==> config.mk <==
export PLATFORM = sky130hd
export DESIGN_NAME = sys_bus_xbar_flat
export DESIGN_NICKNAME = d
export VERILOG_FILES = /design/src/rtl/sys_bus_xbar_if.sv /design/src/rtl/sys_bus_xbar.sv /design/src/flat_wrapper.sv
export SDC_FILE = /design/constraint.sdc
export NUM_CORES = 1
export LEC_CHECK = 0
export ABC_AREA = 1
export CAP_MARGIN = 20
export CORE_AREA = 2 2 234 236
export CTS_BUF_LIST = sky130_fd_sc_hd__clkbuf_8
export CTS_CLUSTER_DIAMETER = 120
export DETAILED_ROUTE_END_ITERATION = 8
export DIE_AREA = 0 0 236 238
export GPL_ROUTABILITY_DRIVEN = 0
export HOLD_SLACK_MARGIN = 0.03
export SLEW_MARGIN = 10
export SYNTH_ARGS = -nofsm -noshare
export SYNTH_HDL_FRONTEND = slang
export SYNTH_SLANG_ARGS = --single-unit
==> constraint.sdc <==
create_clock -name clk -period 4.5 [get_ports clk]
set_input_delay 1.125 -clock clk [delete_from_list [all_inputs] [get_ports clk]]
set_output_delay 1.125 -clock clk [all_outputs]
set_load 0.03 [all_outputs]
==> src/rtl/sys_bus_xbar_if.sv <==
// rtl/sys_bus_xbar_if.sv - master-side and slave-side signal bundle for sys_bus_xbar
interface sys_bus_xbar_if #(
   parameter int AW      = 64,
   parameter int DW      = 64,
   parameter int NUM_SLV = 4
);
   logic                  m_req;
   logic [AW-1:0]         m_addr;
   logic [DW-1:0]         m_wdata;
   logic [2:0]            m_rd_ctrl;
   logic [2:0]            m_wr_ctrl;
   logic                  m_ready;
   logic [DW-1:0]         m_rdata;
   logic                  m_err;

   logic [NUM_SLV-1:0]    s_req;
   logic [AW-1:0]         s_addr;
   logic [DW-1:0]         s_wdata;
   logic [2:0]            s_rd_ctrl;
   logic [2:0]            s_wr_ctrl;
   logic [NUM_SLV-1:0]    s_ready;
   logic [NUM_SLV*DW-1:0] s_rdata;

   // data_path view
   modport master (
      output m_req, m_addr, m_wdata, m_rd_ctrl, m_wr_ctrl,
      input  m_ready, m_rdata, m_err
   );

   // view shared by the slave devices
   modport slave (
      input  s_req, s_addr, s_wdata, s_rd_ctrl, s_wr_ctrl,
      output s_ready, s_rdata
   );

   modport xbar (
      input  m_req, m_addr, m_wdata, m_rd_ctrl, m_wr_ctrl,
      output m_ready, m_rdata, m_err,
      output s_req, s_addr, s_wdata, s_rd_ctrl, s_wr_ctrl,
      input  s_ready, s_rdata
   );
endinterface

==> src/rtl/sys_bus_xbar.sv <==
// rtl/sys_bus_xbar.sv - single-master, NUM_SLV-slave interconnect with stall and error response
// Optional access watchdog enabled by defining BUS_TIMEOUT_EN.
module sys_bus_xbar #(
   parameter int                    AW       = 64,
   parameter int                    DW       = 64,
   parameter int                    NUM_SLV  = 4,
   parameter logic [NUM_SLV*AW-1:0] SLV_BASE = {64'h3000_0000, 64'h2000_0000,
                                                64'h1000_0000, 64'h0000_0000},
   parameter logic [NUM_SLV*AW-1:0] SLV_MASK = {4{64'hFFFF_FFFF_F000_0000}},
   parameter int                    TO_CYC   = 255
) (
   input logic          clk,
   input logic          rst,
   sys_bus_xbar_if.xbar bus
);
   localparam int SW = (NUM_SLV > 1) ? $clog2(NUM_SLV) : 1;

   if (NUM_SLV < 1 || NUM_SLV > 8 || TO_CYC < 1) begin : g_bad_cfg
      $error("sys_bus_xbar: NUM_SLV must be 1..8 and TO_CYC >= 1");
   end

   typedef enum logic [1:0] {IDLE, ACCESS, RESP} state_t;

   state_t             state, state_d;
   logic               hit;
   logic [SW-1:0]      hit_idx;
   logic               legal;
   logic               load, finish, fail;
   logic [SW-1:0]      sel_q;
   logic [DW-1:0]      rdata_arr [NUM_SLV];

   logic [NUM_SLV-1:0] s_req_q;
   logic [AW-1:0]      s_addr_q;
   logic [DW-1:0]      s_wdata_q;
   logic [2:0]         s_rd_ctrl_q;
   logic [2:0]         s_wr_ctrl_q;
   logic               m_ready_q;
   logic [DW-1:0]      m_rdata_q;
   logic               m_err_q;

`ifdef BUS_TIMEOUT_EN
   localparam int CW = $clog2(TO_CYC + 1);
   logic [CW-1:0] cnt;
`endif

   // Scan downward so the lowest-index hit overwrites any higher one on overlap.
   always_comb begin
      hit     = 1'b0;
      hit_idx = '0;
      for (int i = NUM_SLV - 1; i >= 0; i--) begin
         if ((bus.m_addr & SLV_MASK[i*AW +: AW]) == SLV_BASE[i*AW +: AW]) begin
            hit     = 1'b1;
            hit_idx = SW'(i);
         end
      end
   end

   always_comb begin
      for (int i = 0; i < NUM_SLV; i++) begin
         rdata_arr[i] = bus.s_rdata[i*DW +: DW];
      end
   end

   assign legal = hit && ((bus.m_rd_ctrl != 3'd0) != (bus.m_wr_ctrl != 3'd0));

   always_ff @(posedge clk) begin
      if (rst) begin
         state <= IDLE;
      end else begin
         state <= state_d;
      end
   end

   always_comb begin
      state_d = state;
      load    = 1'b0;
      finish  = 1'b0;
      fail    = 1'b0;
      unique case (state)
         IDLE: begin
            if (bus.m_req) begin
               if (legal) begin
                  load    = 1'b1;
                  state_d = ACCESS;
               end else begin
                  fail    = 1'b1;
                  state_d = RESP;
               end
            end
         end
         ACCESS: begin
            if (bus.s_ready[sel_q]) begin
               finish  = 1'b1;
               state_d = RESP;
            end
`ifdef BUS_TIMEOUT_EN
            else if (cnt == CW'(TO_CYC - 1)) begin
               fail    = 1'b1;
               state_d = RESP;
            end
`endif
         end
         RESP:    state_d = IDLE;
         default: state_d = IDLE;
      endcase
   end

   always_ff @(posedge clk) begin
      if (rst) begin
         sel_q       <= '0;
         s_req_q     <= '0;
         s_addr_q    <= '0;
         s_wdata_q   <= '0;
         s_rd_ctrl_q <= 3'd0;
         s_wr_ctrl_q <= 3'd0;
         m_ready_q   <= 1'b0;
         m_rdata_q   <= '0;
         m_err_q     <= 1'b0;
      end else begin
         m_ready_q <= finish | fail;
         m_err_q   <= fail;
         if (load) begin
            sel_q       <= hit_idx;
            s_req_q     <= NUM_SLV'(1) << hit_idx;
            s_addr_q    <= bus.m_addr;
            s_wdata_q   <= bus.m_wdata;
            s_rd_ctrl_q <= bus.m_rd_ctrl;
            s_wr_ctrl_q <= bus.m_wr_ctrl;
         end else if (finish | fail) begin
            s_req_q <= '0;
         end
         // Writes and failed accesses return zero data.
         if (finish) begin
            m_rdata_q <= (s_rd_ctrl_q != 3'd0) ? rdata_arr[sel_q] : '0;
         end else if (fail) begin
            m_rdata_q <= '0;
         end
      end
   end

`ifdef BUS_TIMEOUT_EN
   always_ff @(posedge clk) begin
      if (rst || load) begin
         cnt <= '0;
      end else if (state == ACCESS) begin
         cnt <= cnt + 1'b1;
      end
   end
`endif

   assign bus.s_req     = s_req_q;
   assign bus.s_addr    = s_addr_q;
   assign bus.s_wdata   = s_wdata_q;
   assign bus.s_rd_ctrl = s_rd_ctrl_q;
   assign bus.s_wr_ctrl = s_wr_ctrl_q;
   assign bus.m_ready   = m_ready_q;
   assign bus.m_rdata   = m_rdata_q;
   assign bus.m_err     = m_err_q;
endmodule
==> src/flat_wrapper.sv <==
// flat-port wrapper written by rule: the top's interface ports become plain ports
module sys_bus_xbar_flat 
#(
   parameter int                    AW       = 64,
   parameter int                    DW       = 64,
   parameter int                    NUM_SLV  = 4,
   parameter logic [NUM_SLV*AW-1:0] SLV_BASE = {64'h3000_0000, 64'h2000_0000,
                                                64'h1000_0000, 64'h0000_0000},
   parameter logic [NUM_SLV*AW-1:0] SLV_MASK = {4{64'hFFFF_FFFF_F000_0000}},
   parameter int                    TO_CYC   = 255
)
  (clk, rst, bus_m_req, bus_m_addr, bus_m_wdata, bus_m_rd_ctrl, bus_m_wr_ctrl, bus_m_ready, bus_m_rdata, bus_m_err, bus_s_req, bus_s_addr, bus_s_wdata, bus_s_rd_ctrl, bus_s_wr_ctrl, bus_s_ready, bus_s_rdata);
  sys_bus_xbar_if #(.AW(AW), .DW(DW), .NUM_SLV(NUM_SLV)) bus_i ();
  input logic clk;
  input logic rst;
  input wire logic [$bits(bus_i.m_req)-1:0] bus_m_req;
  input wire logic [$bits(bus_i.m_addr)-1:0] bus_m_addr;
  input wire logic [$bits(bus_i.m_wdata)-1:0] bus_m_wdata;
  input wire logic [$bits(bus_i.m_rd_ctrl)-1:0] bus_m_rd_ctrl;
  input wire logic [$bits(bus_i.m_wr_ctrl)-1:0] bus_m_wr_ctrl;
  output wire logic [$bits(bus_i.m_ready)-1:0] bus_m_ready;
  output wire logic [$bits(bus_i.m_rdata)-1:0] bus_m_rdata;
  output wire logic [$bits(bus_i.m_err)-1:0] bus_m_err;
  output wire logic [$bits(bus_i.s_req)-1:0] bus_s_req;
  output wire logic [$bits(bus_i.s_addr)-1:0] bus_s_addr;
  output wire logic [$bits(bus_i.s_wdata)-1:0] bus_s_wdata;
  output wire logic [$bits(bus_i.s_rd_ctrl)-1:0] bus_s_rd_ctrl;
  output wire logic [$bits(bus_i.s_wr_ctrl)-1:0] bus_s_wr_ctrl;
  input wire logic [$bits(bus_i.s_ready)-1:0] bus_s_ready;
  input wire logic [$bits(bus_i.s_rdata)-1:0] bus_s_rdata;
  assign bus_i.m_req = bus_m_req;
  assign bus_i.m_addr = bus_m_addr;
  assign bus_i.m_wdata = bus_m_wdata;
  assign bus_i.m_rd_ctrl = bus_m_rd_ctrl;
  assign bus_i.m_wr_ctrl = bus_m_wr_ctrl;
  assign bus_m_ready = bus_i.m_ready;
  assign bus_m_rdata = bus_i.m_rdata;
  assign bus_m_err = bus_i.m_err;
  assign bus_s_req = bus_i.s_req;
  assign bus_s_addr = bus_i.s_addr;
  assign bus_s_wdata = bus_i.s_wdata;
  assign bus_s_rd_ctrl = bus_i.s_rd_ctrl;
  assign bus_s_wr_ctrl = bus_i.s_wr_ctrl;
  assign bus_i.s_ready = bus_s_ready;
  assign bus_i.s_rdata = bus_s_rdata;
  sys_bus_xbar #(.AW(AW), .DW(DW), .NUM_SLV(NUM_SLV), .SLV_BASE(SLV_BASE), .SLV_MASK(SLV_MASK), .TO_CYC(TO_CYC)) u_core (.clk(clk), .rst(rst), .bus(bus_i));
endmodule
* Word level (Yosys, flattened, before mapping) *
Index checks and enable logic that the tools add are counted.

cells by class
  eq/ne operators = 7
  muxes and demuxes = 30
  shift operators = 1
  divide/modulo/power cells = 0
  bitwise operators = 2
  reductions and logical operators = 9
  $add $sub $neg = 0
  order comparisons = 2
  multipliers = 0

operators with widths
  kind                                                                  number
  64-bit 2-to-1 mux                                                     5
  64-bit binary-select mux with 2-bit select                            1
  36-bit by 2-bit == test with 1-bit output, second input constant      2
  64-bit logical NOT                                                    1
  36-bit by 1-bit == test with 1-bit output, second input constant      1
  2-bit 2-to-1 mux                                                      7
  1-bit 2-to-1 mux                                                      13
  3-bit nonzero test                                                    3
  4-bit 2-to-1 mux                                                      2
  2-bit one-hot mux with 2 select lines                                 1
  2-bit nonzero test                                                    2
  1-bit by 2-bit << shifter with 4-bit output, first input constant     1
  3-bit >= comparator, second input constant                            1
  2-bit by 3-bit < comparator with 1-bit output, second input constant  1
  2-bit inverter with 3-bit output                                      1
  1-bit binary-select mux with 2-bit select                             1
  2-bit by 1-bit == test with 1-bit output, second input constant       1
  2-bit logical NOT                                                     1
  2-bit by 1-bit != test with 1-bit output, second input constant       1
  2-bit != test, second input constant                                  1
  2-bit AND reduction                                                   1
  1-bit logical AND                                                     1
  1-bit != test                                                         1
  1-bit OR                                                              1

storage, ports and cells
  memory bits (writable) = 0
  memories = 0
  register bits after elaboration = 208
  bits in latches = 0
  bits in read-only memories = 0
  logic and storage cells = 61
  input port bits = 397

* Longest topological paths before layout *
Gate-level depths: netlist (run 1).

  depth in word-level cells = 12
  gate-level depth with buffers = 11

* Worst setup path before layout (run 1) *
OpenSTA, ideal clock, no wires.

  kind = input -> register
  from = in bus_m_addr[42]
  to = reg u_core.s_addr_q[34] (netlist: u_core.bus.s_addr[34])
  buffers on the path = 2
  setup slack = 2,074 ps
  arrival = 2,315 ps
  stages = 10
  cell sequence = nor2_1 -> nand2_1 -> nor2_4 -> nand3_2 -> a21oi_4 -> nand3_4 -> buf_2 -> clkbuf_1 -> nand3_1 -> inv_1

between the ends
  cells in the longest elaborated chain, start to end = 9

RTL lines
  what                                       RTL line             source
  from (decl)                                flat_wrapper.sv:17   input wire logic [$bits(bus_i.m_addr)-1:0] bus_m_addr;
  36-bit by 2-bit == test with 1-bit output  sys_bus_xbar.sv:51   if ((bus.m_addr & SLV_MASK[i*AW +: AW]) == SLV_BASE[i*AW +: AW]) begin
  1-bit 2-to-1 mux (3 in a row)              sys_bus_xbar.sv:51
  1-bit 2-to-1 mux (*)                       sys_bus_xbar.sv:51
  1-bit logical AND (*)                      sys_bus_xbar.sv:64   assign legal = hit && ((bus.m_rd_ctrl != 3'd0) != (bus.m_wr_ctrl != 3'd0));
  1-bit 2-to-1 mux (*)                       sys_bus_xbar.sv:82   if (legal) begin
  1-bit 2-to-1 mux (*)                       sys_bus_xbar.sv:81   if (bus.m_req) begin
  1-bit 2-to-1 mux (*)                       sys_bus_xbar.sv:79   unique case (state)
  to (signal assigned)                       sys_bus_xbar.sv:125  s_addr_q <= bus.m_addr;
  to (decl)                                  sys_bus_xbar.sv:33   logic [AW-1:0] s_addr_q;

Every way passes the cells marked *; elsewhere a longest branch is shown, timed or not.
A chain may end at the register's enable or synchronous reset.

* Worst setup path after layout (run 1) *
  from = in bus_m_rd_ctrl[2]
  to = reg u_core.s_req_q[0] (netlist: u_core.bus.s_req[0])

between the ends
  cells in the longest elaborated chain, start to end = 8

RTL lines
  what                          RTL line             source
  from (decl)                   flat_wrapper.sv:19   input wire logic [$bits(bus_i.m_rd_ctrl)-1:0] bus_m_rd_ctrl;
  3-bit nonzero test (*)        sys_bus_xbar.sv:64
  1-bit != test (*)             sys_bus_xbar.sv:64
  1-bit logical AND (*)         sys_bus_xbar.sv:64
  1-bit 2-to-1 mux              sys_bus_xbar.sv:82
  1-bit 2-to-1 mux              sys_bus_xbar.sv:81
  1-bit 2-to-1 mux              sys_bus_xbar.sv:79
  1-bit OR                      sys_bus_xbar.sv:129  end else if (finish | fail) begin
  2-bit nonzero test (no line)  n/a
  to (signal assigned)          sys_bus_xbar.sv:124  s_req_q <= NUM_SLV'(1) << hit_idx;
  to (decl)                     sys_bus_xbar.sv:32   logic [NUM_SLV-1:0] s_req_q;

Marked as above.

==> impl_metrics.json, run 1 <==
{
  "outcome": "finished, final reports clean",
  "route.detailed.drc": 0,
  "yosysTopAreaCellShare_pct": 44.9,
  "routed_wl_um": 43900,
  "antenna_found_initial": 5,
  "crit_family": "buffers and inverters",
  "ctsResizeCount": 0,
  "fin_util_pct": 31.2,
  "placeableCoreArea_um2": 53500,
  "r2r-start": "u_core.state[1]",
  "avgViaCountPerCell": 4.32,
  "final_cell_count_no_fill": 2587,
  "ys_seq_elements": 208,
  "synth.area.top_cells": "dfxtp_1, nor2_1, o21ai_0",
  "relSlewSlack_pct": 39.5,
  "maxCapViolCount": 0,
  "grt.overflow.total": 0,
  "setup_violations": 0,
  "holdPathEnd": "u_core.bus.s_addr[28]",
  "area_growth_pct": 80.3,
  "critPathMaxStageDelay_ns": 0.66,
  "post-route-min-period_ns": 3.30,
  "first_global_vias": 11200,
  "synth.cell_area_um2": 9270,
  "cts_setup_buffers": 0,
  "htree_num_levels": 2,
  "critPathMaxFanout": 84,
  "synth_xor_area_share_pct": 0.0945,
  "r2r-end": "u_core.bus.s_req[0]",
  "fin_skew_ns": 0.0235,
  "placement.cell_area_um2": 15800,
  "irDropWorstVdd_mv": 0.181,
  "fp.dieArea_um2": 56200,
  "dp.cells": 2517,
  "setup_tns_ns": 0,
  "synth.avg_cell_area_um2": 7.06,
  "fin_area_um2": 16700,
  "grt_usage_pct": 14.8,
  "cts-root-buf": "clkbuf_8",
  "worstHoldStart": "u_core.bus.s_addr[28]",
  "die_y_um": 238,
  "io_pins": 601,
  "worstPathRequired_ns": 4.93,
  "cp-start-kind": "primary input",
  "rows": 85,
  "final_nets": 2261,
  "crit_top_cell": "buf_4",
  "synthMuxAreaShare_pct": 0,
  "hpwlAfterDp_um": 32200,
  "port_buffers": 600,
  "ant_nets": 0,
  "synth_cell_types": 27,
  "drtIter0Drc": 577,
  "slowest_stage": "buf_4",
  "worstPathArrival_ns": 3.73,
  "synth_nets": 1711,
  "cp-startpoint": "bus_m_rd_ctrl[2]",
  "cts_tree": "built",
  "grt_max_degree": 97,
  "cts_buffers": 41,
  "rsz0062_at_grt": "no",
  "synth_top_family_by_area": "simple AND/OR/NAND/NOR gates",
  "initial_core_util_pct": 17.3,
  "synthAdderAreaFrac_pct": 0,
  "fin_crit_sh_pct": 73.4,
  "netlist_instances": 1314,
  "yosysTopAreaCell": "dfxtp_1",
  "synth-simple-area-share_pct": 28.0,
  "leakage_nw": 6.40,
  "worst-r2r-cell-count": 8,
  "holdPathStages": 2,
  "drive_gt1_share_pct": 4.92,
  "num_vias": 11200,
  "synth_compound_area_share_pct": 19.3,
  "hold_class": "reg -> reg",
  "insertion_delay_ns": 0.58,
  "first_pass_iters": 5,
  "finalHoldViolCount": 0,
  "powerDensity_nw_per_um2": 264,
  "die_x_um": 236,
  "tightest_slew_ns": 0.907,
  "clkTransAtPathRegs_ns": 0.05,
  "cts.sinks": 208,
  "wire_per_inst_um": 17.0,
  "clock.fmax_mhz": 303,
  "grt_pass1_wl_um": 65400,
  "rrSetupSlack_ns": 1.90,
  "cp-end-kind": "flip-flop",
  "crit_buf_inv": 3,
  "cts_buffer_depth": 3,
  "crit_type": "in -> reg",
  "postCtsHoldBufs": 0,
  "fin_hold_ws_ns": 0.451,
  "crit_chain": "clkdlybuf4s50_1, nor3_1, xor2_1, nand3_4, buf_4, buf_4, o21a_1, nor2_1",
  "slew_violations": 0,
  "ys_seq_area_share_pct": 44.9,
  "yosys_warnings": 0
}
-- worst max-delay path by stage --
stage | endpoint | depth (start not counted)
after floorplan | u_core.bus.s_addr[34] | 10
after global placement | u_core.bus.s_req[0] | 10
after detailed placement | u_core.bus.s_req[0] | 10
after CTS | u_core.bus.s_req[0] | 10
after global routing | u_core.bus.s_req[0] | 10
final | u_core.bus.s_req[0] | 8
-- sequential cells by signal, summed over array words and instances, names as in the netlist --
name,flops
u_core.bus.m_ready,1
u_core.bus.s_req,4
u_core.bus.s_wdata,64
u_core.bus.s_wr_ctrl,3
u_core.state,2
u_core.sel_q,2
u_core.bus.m_rdata,64
u_core.bus.s_rd_ctrl,3
u_core.bus.s_addr,64
u_core.bus.m_err,1
-- final cells by class --
cell class	instances	area [um2]
Multi-Input combinational cell	943	4400
Inverter	54	206
Tap cell	696	871
Clock buffer	52	716
Fill cell	5658	36800
Antenna cell	1	2.50
Clock inverter	17	171
Timing Repair Buffer	616	6170
Sequential cell	208	4170
-- cells in the mapped netlist, drive strengths merged --
library cell / count
a21oi: 74
xor2: 1
clkbuf: 60
and2: 1
o21a: 1
nand3: 115
o21ai: 164
nor2: 424
inv: 53
a31oi: 1
nand2: 90
o32ai: 64
dfxtp: 208
nand4: 1
nor3: 7
buf: 49
clkinv: 1
-- layout by cell type, fill, tap and decap left out, drive strengths merged, types with 52 or more instances in the layout --
| master | netlist | layout |
|---|---|---|
| a21oi | 74 | 74 |
| clkbuf | 60 | 52 |
| clkdlybuf4s50 | 0 | 599 |
| dfxtp | 208 | 208 |
| inv | 53 | 63 |
| nand2 | 90 | 90 |
| nand3 | 115 | 115 |
| nor2 | 424 | 424 |
| o21ai | 164 | 164 |
| o32ai | 64 | 64 |
-- metal layers --
metal	wire, um	GRT usage (%)
met1	17500	17.2
met2	21000	25.5
met3	4140	5.06
met4	1310	5.02
met5	13	0
-- through the flow --
step | setup WS, ns | power (mW)
3_3_place_gp | 0.481 | 2.36
6_report | 1.20 | 4.41
2_1_floorplan | 2.07 | 1.97
5_1_grt | 0.950 | 4.60
3_5_place_dp | 0.513 | 2.36
4_1_cts | 1.16 | 4.51
-- where the power goes --
| group | switching (mW) | internal [mW] |
|---|---|---|
| combinational | 0.142 | 0.332 |
| sequential | 0.000559 | 1.84 |
| clock | 0.879 | 1.21 |
| total | 1.02 | 3.39 |
-- kinds of logic (layout without fill, tap and decap cells) --
| group | Yosys count | in the layout |
|---|---|---|
| and+or+nand+nor | 638 | 638 |
| AOI/OAI and AO/OA | 304 | 304 |
| DFF | 208 | 208 |
| buffers and inverters | 163 | 739 |
| xor gates and xnor gates | 1 | 1 |
| other | 0 | 1 |
-- worst min-delay path: stages (launching register included) --
cell	delay [ns]
dfxtp_1	0.31
inv_1	0.05
a21oi_1	0.05
(Power assumes the default switching activity.)
==> inputs of run 2 (changes only) <==
--- a/config.mk
+++ b/config.mk
@@ -7,11 +7,11 @@
 export LEC_CHECK = 0
 export ABC_AREA = 1
 export CAP_MARGIN = 20
-export CORE_AREA = 2 2 234 236
+export CORE_AREA = 2 2 233 235
 export CTS_BUF_LIST = sky130_fd_sc_hd__clkbuf_8
 export CTS_CLUSTER_DIAMETER = 120
 export DETAILED_ROUTE_END_ITERATION = 8
-export DIE_AREA = 0 0 236 238
+export DIE_AREA = 0 0 235 237
 export GPL_ROUTABILITY_DRIVEN = 0
 export HOLD_SLACK_MARGIN = 0.03
 export SLEW_MARGIN = 10
==> constraint.sdc (replaced) <==
create_clock -name clk -period 3.2 [get_ports clk]
set_input_delay 0.8 -clock clk [delete_from_list [all_inputs] [get_ports clk]]
set_output_delay 0.8 -clock clk [all_outputs]
set_load 0.03 [all_outputs]
==> run 2 against run 1 <==
Setup slack worse by 0.52 ns; combinational power is 43% higher; worst hold slack about the same; via count is 1.1% higher; die area shrank 0.84%; first-iteration DRC count is 26% lower; critical endpoint is now bus_s_req[1]; largest cell class unchanged.
==> impl_metrics.json, run 2 (synthesis results as in run 1) <==
{
  "outcome": "finished, final reports clean",
  "ant_nets": 0,
  "die_y_um": 237,
  "final_cell_mix": "clkdlybuf4s50_1, nor2_1, dfxtp_1",
  "grt-busiest-layer": "met2",
  "finalHoldViolCount": 0,
  "crit_chain": "clkdlybuf4s50_1",
  "maxCapViolCount": 0,
  "crit_type": "reg -> out",
  "clkTransAtPathRegs_ns": 0.07,
  "worstHoldStart": "u_core.bus.s_addr[34]",
  "fin_crit_sh_pct": 78.9,
  "critPathMaxFanout": 2,
  "routed_wl_um": 45000,
  "finalPower_mw": 6.09,
  "r2r-end": "u_core.bus.m_rdata[33]",
  "rsz0062_at_grt": "no",
  "cp-end-kind": "output pin",
  "cts.sinks": 208,
  "multi_input_area_um2": 4400,
  "insertion_delay_ns": 0.58,
  "grt_max_degree": 124,
  "leakage_nw": 6.50,
  "num_vias": 11300,
  "antenna_cells_inserted": 0,
  "placement.cell_area_um2": 16000,
  "setup_tns_ns": 0,
  "fp.dieArea_um2": 55700,
  "cp-start-kind": "flip-flop",
  "placeableCoreArea_um2": 53300,
  "area_growth_pct": 82.0,
  "crit_buf_inv": 1,
  "post-route-min-period_ns": 2.52,
  "drtIter0Drc": 429,
  "critPathMaxStageDelay_ns": 0.81,
  "holdPathEnd": "u_core.bus.s_addr[34]",
  "clock.fmax_mhz": 396,
  "hold_class": "reg -> reg",
  "worst-r2r-cell-count": 8,
  "port_buffers": 600,
  "grt_usage_pct": 15.2,
  "fillers": 5650,
  "cts_setup_buffers": 0,
  "fin_area_um2": 16900,
  "final_nets": 2274,
  "cts-root-buf": "clkbuf_8",
  "fin_skew_ns": 0.0210,
  "crit_family": "buffers and inverters",
  "first_pass_iters": 5,
  "r2r-start": "u_core.sel_q[0]",
  "use_met3_pct": 5.05,
  "worstPathArrival_ns": 1.72,
  "wire_per_inst_um": 17.3,
  "grt.overflow.total": 0,
  "tightest_slew_ns": 0.891,
  "setup_violations": 0,
  "avgViaCountPerCell": 4.34,
  "irDropWorstVdd_mv": 0.299,
  "hpwlAfterDp_um": 33700,
  "initial_core_util_pct": 17.4,
  "fin_util_pct": 31.7,
  "cp-startpoint": "u_core.bus.s_req[1]",
  "cts_buffer_depth": 3,
  "use_met2_pct": 27.0,
  "first_global_vias": 11400,
  "mostFrequentLayoutCell": "clkdlybuf4s50_1",
  "ctsResizeCount": 0,
  "postCtsHoldBufs": 0,
  "rrSetupSlack_ns": 1.03,
  "grt_pass1_wl_um": 66900,
  "rows": 85,
  "die_x_um": 235,
  "htree_num_levels": 2,
  "powerDensity_nw_per_um2": 361,
  "use_met1_pct": 17.3,
  "slowest_stage": "clkdlybuf4s50_1",
  "io_pins": 601,
  "relSlewSlack_pct": 40.6,
  "slew_violations": 0,
  "drive_gt1_share_pct": 5.72,
  "cts_buffers": 40,
  "route.detailed.drc": 0,
  "holdPathStages": 2,
  "antenna_found_initial": 4,
  "cts_tree": "built",
  "worstPathRequired_ns": 2.40,
  "seqCellArea_um2": 4170
}
==> run 2: final cells by class <==
type                    count  area share, %
repair buffers            630           37.6
multi-input cells         943           26.1
flip-flops and latches    208           24.7
well taps                 696           5.16
clock buffers              53           4.32
inverters                  54           1.22
clock inverters            19          0.816
==> run 2: worst max-delay path by stage <==
stage	cells after the start	endpoint
detailed placement	11	u_core.bus.m_rdata[50]
CTS	1	bus_s_req[1]
floorplan	10	u_core.bus.s_addr[34]
global placement	12	u_core.sel_q[1]
finish	1	bus_s_req[1]
global route	1	bus_s_req[1]
==> run 2: layer usage <==
metal,vias up,wire length [um]
li1,5513,-
met1,5197,17800
met2,525,22100
met3,65,3980
met4,0,1120
met5,-,0
==> run 2: worst min-delay path, cell delays in order (launching register included) <==
cell and delay (ns):
dfxtp_1 0.31, nand3_1 0.07, inv_1 0.03
==> run 2: where the power goes <==
part	internal (mW)	total, mW	switching, mW
sequential	2.59	2.59	0.000699
clock	1.58	2.82	1.24
combinational	0.471	0.680	0.208
==> run 2: per-stage QoR <==
step	cells	setup WS [ns]	hold slack (ns)
2_1_floorplan	1314	1.10	0.518
4_1_cts	2603	0.554	0.454
3_5_place_dp	2531	0.134	0.445
6_report	2603	0.676	0.451
3_3_place_gp	2531	0.176	0.440
5_1_grt	2603	0.583	0.467
